### src/rtl/snn_pkg.sv
// Shared constants, FSM state encoding and index-width helper for the SNN readout blocks.
package snn_pkg;

  localparam int unsigned CNT_W_DEF = 4;
  localparam int unsigned WIN_W_DEF = 8;

  typedef enum logic {
    IDLE = 1'b0,
    SEND = 1'b1
  } state_t;

  // Width of a channel index; never narrower than one bit.
  function automatic int unsigned clog2_min1(input int unsigned n);
    return (n <= 1) ? 1 : $clog2(n);
  endfunction

endpackage

### src/rtl/sat_counter.sv
// Saturating up-counter with clear; count advances only while enabled.
module sat_counter #(
  parameter int unsigned CNT_W = 4
) (
  input  logic             clk,
  input  logic             reset,
  input  logic             enable,
  input  logic             inc,
  input  logic             clr,
  output logic [CNT_W-1:0] count,
  output logic [CNT_W-1:0] peek_c
);

  localparam logic [CNT_W-1:0] CNT_MAX = '1;

  // Value including this cycle's increment, saturating at all-ones.
  always_comb begin
    peek_c = count;
    if (enable && inc && (count != CNT_MAX)) begin
      peek_c = count + CNT_W'(1);
    end
  end

  // Counter register; clear wins over increment and only acts when enabled.
  always_ff @(posedge clk) begin
    if (reset) begin
      count <= '0;
    end else if (enable) begin
      count <= clr ? '0 : peek_c;
    end
  end

endmodule

### src/rtl/spike_rate_decoder.sv
// Per-channel spike counting over a programmable window, streamed out one channel per beat.
module spike_rate_decoder
  import snn_pkg::*;
#(
  parameter int unsigned NUM_CH = 4,
  parameter int unsigned CNT_W  = CNT_W_DEF,
  parameter int unsigned WIN_W  = WIN_W_DEF,
  localparam int unsigned CH_W  = clog2_min1(NUM_CH)
) (
  input  logic              clk,
  input  logic              reset,
  input  logic              enable,
  input  logic [WIN_W-1:0]  window_len,
  input  logic [NUM_CH-1:0] spk,
  output logic              out_valid,
  input  logic              out_ready,
  output logic [CH_W-1:0]   out_ch,
  output logic [CNT_W-1:0]  out_count,
  output logic              out_last,
  output logic              overrun
);

  localparam logic [CH_W-1:0] CH_LAST = CH_W'(NUM_CH - 1);

  state_t state;
  state_t state_nxt;

  logic [WIN_W-1:0] timer;
  logic [WIN_W-1:0] win_last_c;
  logic             win_end_c;

  logic [NUM_CH-1:0][CNT_W-1:0] live;
  logic [NUM_CH-1:0][CNT_W-1:0] live_peek;
  logic [NUM_CH-1:0][CNT_W-1:0] snap;
  logic [NUM_CH-1:0][CNT_W-1:0] snap_nxt;

  logic             hs_c;
  logic             done_c;
  logic             load_c;
  logic             ovr_set_c;

  logic [CH_W-1:0]  out_ch_nxt;
  logic [CNT_W-1:0] out_count_nxt;
  logic             out_valid_nxt;
  logic             out_last_nxt;
  logic             overrun_nxt;

  // A zero window length behaves as a one-cycle window.
  assign win_last_c = (window_len == '0) ? '0 : (window_len - WIN_W'(1));
  assign win_end_c  = enable && (timer == win_last_c);

  // Window timer: wraps at window end, otherwise free-runs (including past 2^WIN_W).
  always_ff @(posedge clk) begin
    if (reset) begin
      timer <= '0;
    end else if (enable) begin
      timer <= win_end_c ? '0 : (timer + WIN_W'(1));
    end
  end

  // One saturating live counter per spike channel.
  for (genvar i = 0; i < NUM_CH; i++) begin : g_ch
    sat_counter #(
      .CNT_W (CNT_W)
    ) u_cnt (
      .clk    (clk),
      .reset  (reset),
      .enable (enable),
      .inc    (spk[i]),
      .clr    (win_end_c),
      .count  (live[i]),
      .peek_c (live_peek[i])
    );
  end

  // Beat acceptance and completion of the final beat.
  assign hs_c   = (state == SEND) && out_ready;
  assign done_c = hs_c && out_last;

  // FSM state register.
  always_ff @(posedge clk) begin
    if (reset) begin
      state <= IDLE;
    end else begin
      state <= state_nxt;
    end
  end

  // Next-state logic; a window end during an unfinished transfer is dropped as an overrun.
  always_comb begin
    state_nxt = state;
    load_c    = 1'b0;
    ovr_set_c = 1'b0;
    case (state)
      IDLE: begin
        if (win_end_c) begin
          state_nxt = SEND;
          load_c    = 1'b1;
        end
      end
      SEND: begin
        if (done_c) begin
          if (win_end_c) begin
            load_c = 1'b1;
          end else begin
            state_nxt = IDLE;
          end
        end else if (win_end_c) begin
          ovr_set_c = 1'b1;
        end
      end
      default: state_nxt = IDLE;
    endcase
  end

  // Output next-values: channel pointer, snapshot capture and beat payload.
  always_comb begin
    out_ch_nxt = out_ch;
    if (load_c) begin
      out_ch_nxt = '0;
    end else if (hs_c) begin
      out_ch_nxt = out_last ? '0 : (out_ch + CH_W'(1));
    end
    snap_nxt      = load_c ? live_peek : snap;
    out_valid_nxt = (state_nxt == SEND);
    out_last_nxt  = out_valid_nxt && (out_ch_nxt == CH_LAST);
    out_count_nxt = out_valid_nxt ? snap_nxt[out_ch_nxt] : '0;
    overrun_nxt   = overrun | ovr_set_c;
  end

  // Snapshot and registered stream outputs.
  always_ff @(posedge clk) begin
    if (reset) begin
      snap      <= '0;
      out_valid <= 1'b0;
      out_ch    <= '0;
      out_count <= '0;
      out_last  <= 1'b0;
      overrun   <= 1'b0;
    end else begin
      snap      <= snap_nxt;
      out_valid <= out_valid_nxt;
      out_ch    <= out_ch_nxt;
      out_count <= out_count_nxt;
      out_last  <= out_last_nxt;
      overrun   <= overrun_nxt;
    end
  end

endmodule

### config.mk
export PLATFORM = sky130hd
export DESIGN_NAME = spike_rate_decoder
export DESIGN_NICKNAME = d
export VERILOG_FILES = /design/src/rtl/snn_pkg.sv /design/src/rtl/sat_counter.sv /design/src/rtl/spike_rate_decoder.sv
export SDC_FILE = /design/constraint.sdc
export NUM_CORES = 1
export LEC_CHECK = 0
export ABC_CLOCK_PERIOD_IN_PS = 4040
export CAP_MARGIN = 20
export CORE_ASPECT_RATIO = 1.2
export CORE_MARGIN = 10
export CORE_UTILIZATION = 30
export CTS_BUF_LIST = sky130_fd_sc_hd__clkbuf_8 sky130_fd_sc_hd__clkbuf_16
export CTS_CLUSTER_DIAMETER = 150
export DETAILED_ROUTE_END_ITERATION = 12
export GPL_TIMING_DRIVEN = 0
export SYNTH_ARGS = -nofsm -noshare
export SYNTH_HDL_FRONTEND = slang
export SYNTH_HIERARCHICAL = 1
export SYNTH_SLANG_ARGS = --single-unit
### constraint.sdc
create_clock -name clk -period 4.04 [get_ports clk]
set_clock_uncertainty 0.1 [all_clocks]
set_input_delay 1.212 -clock clk [delete_from_list [all_inputs] [get_ports clk]]
set_output_delay 1.212 -clock clk [all_outputs]
set_load 0.1 [all_outputs]
Word-level counts from Yosys, hierarchy flattened --
Index checks and enable logic that the tools add are counted.
Storage, ports and cells: flip-flop bits (word level) 49, input bits 16, output and inout bits 9
Operators by class: add/sub/neg operators 7, magnitude comparators 1, eq/ne operators 6, mux-type cells 23, bitwise gates (word level) 3, reductions and logical operators 14
Operators by type and width (number):
- 4-bit two-way mux | 9
- 4-bit by 1-bit adder with 4-bit output (second input constant) | 4
- 16-bit two-way mux | 1
- 8-bit two-way mux | 2
- 4-bit != test (second input constant) | 4
- 1-bit logical AND | 12
- 8-bit by 1-bit adder with 8-bit output (second input constant) | 1
- 4-bit binary-select mux with 2-bit select | 1
- 8-bit equality test | 1
- 8-bit logical NOT | 1
- 8-bit by 1-bit subtractor with 8-bit output (second input constant) | 1
- 2-bit two-way mux | 3
- 1-bit two-way mux | 5
- 1-bit case mux with 2 select lines | 2
- 2-bit by 3-bit < comparator with 1-bit output (second input constant) | 1
- 2-bit by 1-bit adder with 2-bit output (second input constant) | 1
- 2-bit equality test (second input constant) | 1
- 1-bit NOT | 2
- 2-bit OR reduction | 1
- 1-bit OR | 1

Logic depth before layout (Yosys ltp) --
Gate-level depths: netlist (run 1).
depth after elaboration 10, depth in mapped cells 11

Cells and area by module --
Netlist (run 1), hierarchy kept.
By module, submodules not included:
- spike_rate_decoder | times used 1, cells an instance 221, area each 1974.4 µm², sequential area each 660.6 µm²
- sat_counter | times used 4, cells an instance 33, area each 290.3 µm², sequential area each 80.1 µm²

Least setup slack after synthesis (run 1) --
Ideal clock, no wire load.
path type in2reg, from input window_len[2], to register g_ch[0].u_cnt.count[3], arrival 3.561 ns, setup slack 0.305 ns, stages 10, path buffers 2, cells stage by stage buf_6 or4_1 nor2_1 mux2i_1 nor4_4 and3_4 buf_6 and2b_1 or4b_1 a31oi_1
Between the ends: word-level cells in the longest chain between the ends 5, elaborated cells on any way between the ends 6
Ends and longest elaborated chain:
- from (decl) | RTL line spike_rate_decoder.sv:13 | input logic [WIN_W-1:0] window_len,
- 8-bit by 1-bit subtractor with 8-bit output / 8-bit logical NOT (equally long branches) | RTL line spike_rate_decoder.sv:49 | assign win_last_c = (window_len == '0) ? '0 : (window_len - WIN_W'(1));
- 8-bit two-way mux * | RTL line spike_rate_decoder.sv:49
- 8-bit equality test * | RTL line spike_rate_decoder.sv:50 | assign win_end_c = enable && (timer == win_last_c);
- 1-bit logical AND * | RTL line spike_rate_decoder.sv:50
- net win_end_c | RTL line spike_rate_decoder.sv:30 | logic win_end_c;
- 4-bit two-way mux * | RTL line sat_counter.sv:29 | count <= clr ? '0 : peek_c;
- to (signal assigned) | RTL line sat_counter.sv:29
- to (decl) | RTL line sat_counter.sv:10 | output logic [CNT_W-1:0] count,
The timed path passes the listed nets; every way through them passes the cells marked *. A chain may end at the register's enable or synchronous reset.

Final worst setup path (run 1) --
from input window_len[7], to register g_ch[3].u_cnt.count[3]
Between the ends: word-level cells in the longest chain between the ends 5, elaborated cells on any way between the ends 6
Ends and longest elaborated chain (RTL line):
- 8-bit by 1-bit subtractor with 8-bit output / 8-bit logical NOT (equally long branches) | spike_rate_decoder.sv:49
- 8-bit two-way mux * | spike_rate_decoder.sv:49
- 8-bit equality test * | spike_rate_decoder.sv:50
- 1-bit logical AND * | spike_rate_decoder.sv:50
- 4-bit two-way mux * | sat_counter.sv:29
- to (signal assigned) | sat_counter.sv:29
- to (decl) | sat_counter.sv:10
Mark *: on every way between the ends. The rest lies on a longest branch, timed or not.

==> results of run 1 <==
## what timing repair did
action                     in CTS  in global routing
setup buffers                   1                  1
gates cloned                    1                  1
setup endpoints to repair      16                 16
resized for setup               9                 11
pin swaps                       2                  2
## layer usage
layer | up-vias | share of wire (%) | global-route usage (%)
li1 | 1392 | - | -
met1 | 1329 | 47 | 12.14
met2 | 45 | 47 | 17.27
met3 | 10 | 4.5 | 2.322
met4 | 0 | 1.4 | 2.331
met5 | - | 0 | 0
## cell usage in the layout (no fill, tap or decap), types with 5 or more instances in the layout
| cell | count |
|---|---|
| a21oi_1 | 17 |
| a31oi_1 | 9 |
| and2_1 | 5 |
| and2b_1 | 8 |
| clkbuf_1 | 8 |
| clkbuf_16 | 5 |
| clkdlybuf4s50_1 | 19 |
| dfxtp_1 | 49 |
| ha_1 | 5 |
| inv_1 | 11 |
| mux2i_1 | 16 |
| nand2_1 | 47 |
| nand2b_1 | 8 |
| nand3_1 | 10 |
| nand4_1 | 6 |
| nor2_1 | 7 |
| nor2b_1 | 6 |
| nor3_1 | 8 |
| nor3_2 | 5 |
| o21ai_0 | 8 |
| o21ai_1 | 5 |
| o31ai_1 | 10 |
| xnor2_1 | 6 |
| xor2_1 | 8 |
## cells by family (layout without fill, tap and decap cells)
logic type,Yosys count,in the layout
mux,25,25
simple gates,153,155
xor+xnor,14,14
fa+ha+maj,6,6
compound gates,79,79
buf+inv,27,58
flops,49,49
## cell type report
cell class                 instances  area [um^2]  share of cell area [%]
tap                              126        157.7                   4.165
multi-input combinational        279         2096                   55.37
clock inverter                     3        43.79                   1.157
inverter                          13        48.80                   1.289
sequential                        49        980.9                   25.92
clock buffer                       5        125.1                   3.306
timing repair buffer              24        241.5                   6.380
buffer                            13        91.34                   2.413
## worst max-delay path by stage
stage                                          endpoint  slack, ns  depth (start not counted)
floorplan           g_ch[0].u_cnt/count[3]$_SDFFE_PP0P_       0.31                         10
global placement    g_ch[2].u_cnt/count[3]$_SDFFE_PP0P_      -0.61                         12
detailed placement  g_ch[3].u_cnt/count[3]$_SDFFE_PP0P_      -0.63                         12
CTS                 g_ch[3].u_cnt/count[3]$_SDFFE_PP0P_       0.04                         11
global route        g_ch[2].u_cnt/count[0]$_SDFFE_PP0P_    -0.0007                          9
finish              g_ch[3].u_cnt/count[3]$_SDFFE_PP0P_       0.11                          9
## registers in the layout, summed over array words and instances (netlist names)
name and cells:
out_valid 1, out_count 4, overrun 1, out_last 1, snap 16, g_ch.u_cnt/count 16, out_ch 2, timer 8
## worst register-to-register path: stages, from the launching register on
cell and delay [ns]:
dfxtp_1 0.30, clkbuf_1 0.36, xnor2_1 0.26, o31ai_4 0.12, mux2i_2 0.27, nor4_4 0.11, and3_4 0.25, and2b_1 0.26
or4b_1 0.44, a31oi_1 0.19
## synth_stat cells, types with 8 or more instances
cell / count / area (um^2)
clkbuf_1: 8 / 30.03
a31oi_1: 9 / 56.30
nor3_1: 9 / 45.04
and2b_1: 8 / 60.06
nand2b_1: 8 / 50.05
nand3_1: 10 / 50.05
xor2_1: 8 / 70.07
o21ai_0: 12 / 60.06
inv_1: 12 / 45.04
nand2_1: 47 / 176.4
dfxtp_1: 49 / 980.9
o31ai_1: 10 / 75.07
mux2i_1: 17 / 170.2
a21oi_1: 17 / 85.08
## power breakdown
| part | total [mW] | switching [mW] | internal, mW | leakage, nW |
|---|---|---|---|---|
| Clock | 0.484 | 0.190 | 0.293 | 0.0842 |
| Combinational | 0.137 | 0.0788 | 0.0581 | 0.771 |
| Sequential | 0.497 | 0.00811 | 0.489 | 0.396 |
| Total | 1.12 | 0.277 | 0.840 | 1.25 |
## metrics by stage
step | instance area [um^2] | hold WS (ns)
2_1_floorplan | 3136 | 0.3315
3_3_place_gp | 3503 | 0.3462
6_report | 3785 | 0.3621
5_1_grt | 3785 | 0.3871
3_5_place_dp | 3518 | 0.3510
4_1_cts | 3732 | 0.3637
==> metrics.cfg, run 1 <==
[outcome]
status = finished clean

[placement]
post-dp-hpwl_mm = 5.587
dpl.cell_count = 501
pre_cts_ws_ns = -0.6261
gp_congestion = 0.8078
io_buffers = 21

[routing]
vias = 2776
first_iter_violations = 203
firstDrtPassIters = 6
vias_per_cell = 5.422
drt_wl_total_mm = 7.984
drc = 0
wl_per_cell_um = 15.59
ant_nets = 0

[worst_setup_path]
r2r_slack_ns = 1.27
path_cells = clkdlybuf4s50_1, or4b_4, o31ai_4, mux2i_2, nor4_4, and3_4, and2b_1, or4b_1, a31oi_1
path_class = in -> reg
reg2reg_to = g_ch[3].u_cnt/count[3]$_SDFFE_PP0P_
regToRegStartpoint = timer[5]$_SDFFE_PP0P_
rr_worst_depth = 9
max_stage_delay_ns = 0.65
required_ns = 4.08
critPathTopFamily = simple AND/OR/NAND/NOR gates
worstSetupStartpointType = input pin
critical_path_arrival_ns = 3.97
cp-startpoint = window_len[7]
crit_path_top_delay_cell = or4b_4
crit_fanout = 8
crit_buf_inv = 1
end_kind = register

[min_path]
holdPathEnd = snap[13]$_SDFF_PP0_
hold_start = snap[13]$_SDFF_PP0_
holdPathStages = 2
worstHoldPathType = reg -> reg

[timing]
finalCriticalPeriod_ns = 3.927
drv_slew = 0
slew_headroom_pct = 33.93
fmax_mhz = 254.6
setup_violations = 0
tightest_slew_ns = 0.9879
period_share_pct = 97.20
hold_viol_final = 0
setup_slack_ns = 0.1130
setup_tns_ns = 0

[synth]
synthXorXnorAreaFrac_pct = 3.911
synth_top_family_by_area = simple AND/OR/NAND/NOR gates
synth-compound-area-share_pct = 17.88
synth_fa_ha_area_share_pct = 2.394
yosysSeqAreaShare_pct = 31.28
synth_mux_area_share_pct = 9.737
netlist_area_mm2 = 0.003136
synth_async_sr_flop_share_pct = 0
synthFlopType = dfxtp_1
syn_avg_cell_area_um2 = 8.882
yosys.area_share.simple_pct = 29.97
synth_seq_cells = 49
synth_warnings = 6
synth_edf_count = 0
synth_nets = 375
yosysUniqueCellTypes = 63
netlist_instances = 353

[floorplanning]
initial_core_util_pct = 31.01
die_x_um = 113.3
ios = 25
core_area_mm2 = 0.01011
die-area_mm2 = 0.01496
dieHeight_um = 132.0
core.rowCount = 40

[clock_network]
clkTransAtPathRegs_ns = 0.07
hold_buffers = 0
cts_buffers = 5
cts_tree = yes
cts_sinks = 49
root_buffer = clkbuf_16
insertion_delay_ns = 0.29
cts_buffer_depth = 2
cts_max_level = 2

[layout]
num_antenna_cells = 0
area_growth_pct = 20.71
nNetsFinal = 407
final_util_pct = 37.44
final_cells = 512
fillers = 1038
drive_above_1_share_pct = 14.77

[run]
cap_viol_max_count = 0

[pwr]
p_per_area_mw_per_mm2 = 295.3
p_leak_nw = 1.251
ir_worst_vdd_mv = 0.1411
finalPower_mw = 1.118

[grt]
grt_antenna_before_repair = 0
grt_max_degree = 22
grt_usage_pct = 10.02
grt_pass1_vias = 2707
grt_pass1_wl_mm = 12.88
grt_overflow = 0

(Power assumes the default switching activity.)
==> inputs of run 2 (changes only) <==
- ABC_AREA: default -> 1
==> run 2 against run 1 <==
Net effect:
- critical path depth is 9 higher
- routed wire length is 7.9% lower
- area after synthesis is 2.2% lower
- synthesized cell count is 33% higher
- first-iteration DRC count is 39% lower
- combinational power is 18% lower
- maximum frequency is 4.4% higher
- critical path type unchanged
==> metrics.cfg, run 2 <==
[outcome]
status = finished clean

[clock_network]
root_buffer = clkbuf_16
hold_buffers = 0
insertion_delay_ns = 0.28
cts_sinks = 49
post_cts_resized = 0
cts_setup_buffers = 0
cts_buffers = 5
cts_buffer_depth = 2
cts_tree = yes
cts_max_level = 2
clkTransAtPathRegs_ns = 0.06

[layout]
top_regs = g_ch.u_cnt/count: 16 flops, snap: 16 flops, timer: 8 flops
layout_common_cells = 144 x nand2_1, 54 x inv_1, 49 x dfxtp_1
register_area_um2 = 980.9
layout_commonest_cell = nand2_1
area_growth_pct = 17.90
final_cells = 628
num_antenna_cells = 0
nNetsFinal = 524
multi_input_area_mm2 = 0.001792
fillers = 1066
drive_above_1_share_pct = 12.35

[run]
cap_viol_max_count = 0

[timing]
setup_slack_ns = 0.2799
setup_violations = 0
period_share_pct = 93.07
hold_viol_final = 0
fmax_mhz = 265.9
finalCriticalPeriod_ns = 3.760
drv_slew = 0
setup_tns_ns = 0
tightest_slew_ns = 0.9962
holdWs_ns = 0.3636
rsz0062_at_grt = false
slew_headroom_pct = 33.38

[worst_setup_path]
cp-endpoint = out_count[0]$_SDFF_PP0_
required_ns = 4.11
rr_worst_depth = 9
worstSetupStartpointType = input pin
worst_path_most_repeated_cell = nand2_2
crit_fanout = 10
max_stage_delay_ns = 0.39
crit_path_top_delay_cell = clkdlybuf4s50_1
path_class = in -> reg
regToRegStartpoint = out_valid$_SDFF_PP0_
critical_path_arrival_ns = 3.83
r2r_slack_ns = 1.99
path_cells = clkdlybuf4s50_1, inv_1, ha_1, nand2_1, nor2_2, nand2_2, buf_6, nand3b_1, nand2_1, nor2_2, nand2_2, nor2_4, nand3_4, buf_6, nand2_2, nand3_1, nand3_1, a21oi_1
end_kind = register
reg2reg_to = out_count[1]$_SDFF_PP0_
cp-startpoint = window_len[0]

[synth]
ys_top_cells_by_count = 144 x nand2_1, 54 x inv_1, 49 x dfxtp_1
synth_async_sr_flop_share_pct = 0
synth_nets = 493
synth_edf_count = 0
netlist_area_mm2 = 0.003068
syn_avg_cell_area_um2 = 6.514
netlist_instances = 471
synthFlopType = dfxtp_1
synth_fa_ha_area_share_pct = 2.447
yosysSeqAreaShare_pct = 31.97
yosys.area_share.simple_pct = 47.55
synth_mux_area_share_pct = 0
synth_warnings = 6
synth_top_area_share_pct = 31.97
synth_top_family_by_area = simple AND/OR/NAND/NOR gates
yosys.area.top_type = dfxtp_1
synth_seq_cells = 49
synth-compound-area-share_pct = 6.240
synth_most_common_cell = nand2_1
synthXorXnorAreaFrac_pct = 1.998
yosysUniqueCellTypes = 31
yosys-top-cells-area = dfxtp_1 32%, nand2_1 18%, nand3_1 7.5%, inv_1 6.6%, a21oi_1 4.9%

[grt]
grt_antenna_before_repair = 0
grt_usage_pct = 10.01
grt_max_degree = 19
grt_pass1_wl_mm = 12.53
grt_overflow = 0
grt_pass1_vias = 2851

[pwr]
power.internal_uw = 770.3
pwr-share-comb_pct = 11.1
seqPwrFrac_pct = 48.9
p_per_area_mw_per_mm2 = 279.4
finalPower_mw = 1.011
clockPowerShare_pct = 40.0
switching_power_uw = 240.4
ir_worst_vdd_mv = 0.1381
p_leak_nw = 1.550
p_sw_share_pct = 23.78

[floorplanning]
dieHeight_um = 130.8
ios = 25
initial_core_util_pct = 30.65
core.rowCount = 40
die_x_um = 112.3
core_area_mm2 = 0.01001
die-area_mm2 = 0.01469

[min_path]
worstHoldPathType = reg -> reg

[routing]
firstDrtPassIters = 4
first_iter_violations = 124
vias = 2951
wl_per_cell_um = 11.71
drt_wl_total_mm = 7.353
drc = 0
vias_per_cell = 4.699
ant_nets = 0

[placement]
pre_cts_ws_ns = -0.1469
gp_congestion = 0.8853
post-dp-hpwl_mm = 5.813
dpl.cell_count = 621
io_buffers = 24

==> run 2: cell count changes after synthesis, sizes merged, moves of 6 or more <==
cell    change
a21oi      +14
a31oi       -9
and2b       -8
inv        +53
mux2i      -17
nand2     +109
nand2b      -8
nand3      +42
nand4      +17
nor2       +43
nor2b       -6
nor3       -11
o21ai      -11
o31ai      -12
==> run 2: cell families (layout without fill, tap and decap cells) <==
family	Yosys count	count (layout)
AOI/OAI and AO/OA	36	36
adders and majority gates	6	6
and+or+nand+nor	299	299
xor gates and xnor gates	7	7
DFF	49	49
buffers and inverters	74	105
==> run 2: cell type report <==
class | count | area share (%)
buffer | 7 | 1.349
clock buffer | 6 | 3.839
clock inverter | 1 | 0.1038
inverter | 67 | 7.056
multi-input combinational | 348 | 49.53
sequential | 49 | 27.12
tap | 126 | 4.358
timing repair buffer | 24 | 6.641
==> run 2: routing by layer <==
| layer | vias up | track usage (%) | share of wire (%) |
|---|---|---|---|
| li1 | 1563 | - | - |
| met5 | - | 0 | 0 |
| met4 | 0 | 3.288 | 2.3 |
| met3 | 14 | 1.414 | 1.6 |
| met2 | 40 | 19.45 | 52 |
| met1 | 1334 | 10.83 | 44 |
==> run 2: worst max-delay path, delay by kind of cell <==
| family | cells | cell delay [ns] |
|---|---|---|
| compound gates | 1 | 0.07 |
| fa+ha+maj | 1 | 0.30 |
| buf+inv | 4 | 0.92 |
| simple gates | 12 | 1.31 |
==> run 2: per-stage QoR <==
step                instance area [um^2]  utilization (%)
detailed placement                  3466            34.63
finish                              3617            36.14
global placement                    3466            34.63
floorplan                           3068                -
global route                        3617            36.14
CTS                                 3608            36.05
==> run 2: worst min-delay path by stage <==
stage	from	endpoint	slack (ns)	cells after the start
floorplan	snap[4]$_SDFF_PP0_	snap[4]$_SDFF_PP0_	0.34	2
global placement	snap[10]$_SDFF_PP0_	snap[10]$_SDFF_PP0_	0.35	2
detailed placement	snap[8]$_SDFF_PP0_	snap[8]$_SDFF_PP0_	0.36	2
CTS	snap[8]$_SDFF_PP0_	snap[8]$_SDFF_PP0_	0.37	2
global route	snap[3]$_SDFF_PP0_	snap[3]$_SDFF_PP0_	0.39	2
finish	snap[8]$_SDFF_PP0_	snap[8]$_SDFF_PP0_	0.36	2
==> run 2: power by group through the flow <==
stage	Sequential, mW	Combinational (mW)	Clock (mW)
global placement	0.504	0.110	0
global route	0.495	0.128	0.435
detailed placement	0.505	0.112	0
floorplan	0.504	0.0726	0
finish	0.494	0.113	0.404
CTS	0.494	0.113	0.416
==> inputs of run 3 (changes only) <==
- CORE_ASPECT_RATIO: 1.2 -> 0.7
==> run 3 against run 2 <==
Net effect:
- design area up 0.62%
- die area grew 0.33%
- routed wire length is 1.6% higher
- setup slack gained 0.0085 ns
- critical path type unchanged
- critical path depth is 1 lower
- final cell count rose by 0.48%
- global-route usage grew 0.074 points
- first-iteration DRC count rose by 91%
- core utilization rose by 0.87 points
==> metrics.cfg, run 3 (same netlist as run 2, synthesis figures left out) <==
[layout]
final_cells = 631
area_growth_pct = 18.64
num_antenna_cells = 0
nNetsFinal = 524
multi_input_area_mm2 = 0.001787
layout_common_cells = 144 x nand2_1, 54 x inv_1, 49 x dfxtp_1
layout_commonest_cell = nand2_1
register_area_um2 = 980.9
fin_area_mm2 = 0.003640
fillers = 1008
drive_above_1_share_pct = 12.52
top_regs = g_ch.u_cnt/count: 16 flops, snap: 16 flops, timer: 8 flops

[clock_network]
clkTransAtPathRegs_ns = 0.06
post_cts_resized = 0
root_buffer = clkbuf_16
insertion_delay_ns = 0.29
cts_buffer_depth = 2
cts_buffers = 5
cts_tree = yes
hold_buffers = 0
cts_sinks = 49
cts_setup_buffers = 0
cts_max_level = 2

[routing]
first_iter_violations = 237
wl_per_cell_um = 11.84
drc = 0
ant_nets = 0
drt_wl_total_mm = 7.474
vias = 2905
firstDrtPassIters = 4
vias_per_cell = 4.604

[floorplanning]
ios = 25
core.rowCount = 30
initial_core_util_pct = 31.20
core_area_mm2 = 0.009834
die-area_mm2 = 0.01474
dieHeight_um = 104.6
die_x_um = 140.9

[grt]
grt_antenna_before_repair = 0
grt_pass1_wl_mm = 12.83
grt_pass1_vias = 2762
grt_overflow = 0
grt_max_degree = 19
grt_usage_pct = 10.08

[outcome]
status = finished clean

[timing]
holdWs_ns = 0.3698
setup_tns_ns = 0
period_share_pct = 92.86
tightest_slew_ns = 0.9778
finalCriticalPeriod_ns = 3.752
slew_headroom_pct = 34.61
rsz0062_at_grt = false
fmax_mhz = 266.6
hold_viol_final = 0
drv_slew = 0
setup_slack_ns = 0.2884
setup_violations = 0

[pwr]
ir_worst_vdd_mv = 0.1409
p_per_area_mw_per_mm2 = 297.9
p_leak_nw = 1.566

[worst_setup_path]
crit_fanout = 10
reg2reg_to = out_count[1]$_SDFF_PP0_
rr_worst_depth = 9
r2r_slack_ns = 1.97
cp-startpoint = window_len[0]
worstSetupStartpointType = input pin
required_ns = 4.08
end_kind = register
path_class = in -> reg
critical_path_arrival_ns = 3.79
cp-endpoint = g_ch[3].u_cnt/count[3]$_SDFFE_PP0P_
regToRegStartpoint = out_valid$_SDFF_PP0_

[placement]
placed_area_mm2 = 0.003468
dpl.cell_count = 623
gp_congestion = 0.8768
pre_cts_ws_ns = -0.03042
post-dp-hpwl_mm = 5.873
io_buffers = 24

[min_path]
worstHoldPathType = reg -> reg
holdPathStages = 2

[run]
cap_viol_max_count = 0

==> run 3: how the worst min path moves through the flow <==
stage                            start                 end  slack (ns)
CTS                 snap[0]$_SDFF_PP0_  snap[0]$_SDFF_PP0_        0.37
global route        snap[2]$_SDFF_PP0_  snap[2]$_SDFF_PP0_        0.39
global placement    snap[3]$_SDFF_PP0_  snap[3]$_SDFF_PP0_        0.35
floorplan           snap[4]$_SDFF_PP0_  snap[4]$_SDFF_PP0_        0.34
finish              snap[9]$_SDFF_PP0_  snap[9]$_SDFF_PP0_        0.37
detailed placement  snap[0]$_SDFF_PP0_  snap[0]$_SDFF_PP0_        0.36
==> run 3: metal layers <==
layer  part of all wire, %  vias up  global-route usage (%)
met2                    42       55                   15.09
li1                      -     1563                       -
met4                  0.36        0                   2.647
met3                   5.3        2                   1.628
met1                    53     1285                   14.49
met5                     0        -                       0
==> run 3: layout make-up <==
class | count | area share, %
multi-input combinational | 348 | 49.09
sequential | 49 | 26.95
inverter | 67 | 6.910
timing repair buffer | 24 | 6.600
tap | 128 | 4.400
clock buffer | 5 | 3.438
buffer | 7 | 1.341
clock inverter | 3 | 1.272
==> run 3: report_power, final <==
| part | internal (mW) | switching, mW |
|---|---|---|
| clock | 0.293 | 0.186 |
| sequential | 0.488 | 0.00622 |
| combinational | 0.0414 | 0.0700 |
==> run 3: per-stage QoR <==
stage	utilization (%)	power (mW)
final	37.01	1.084
after global routing	37.01	1.132
after CTS	37.01	1.097
after detailed placement	35.27	0.6165
after global placement	35.27	0.6146
after floorplan	-	0.5764
==> run 3: worst max-delay path: stages <==
cell	delay [ns]
clkdlybuf4s50_1	0.39
inv_1	0.16
ha_1	0.28
nand2_1	0.09
nor2_2	0.11
nand2_2	0.10
buf_6	0.15
nand3b_1	0.07
nand2_1	0.08
nor2_2	0.10
nand2_2	0.07
nor2_4	0.25
nand2_1	0.11
inv_1	0.33
nor2_4	0.10
nand3_1	0.10
a21oi_1	0.06
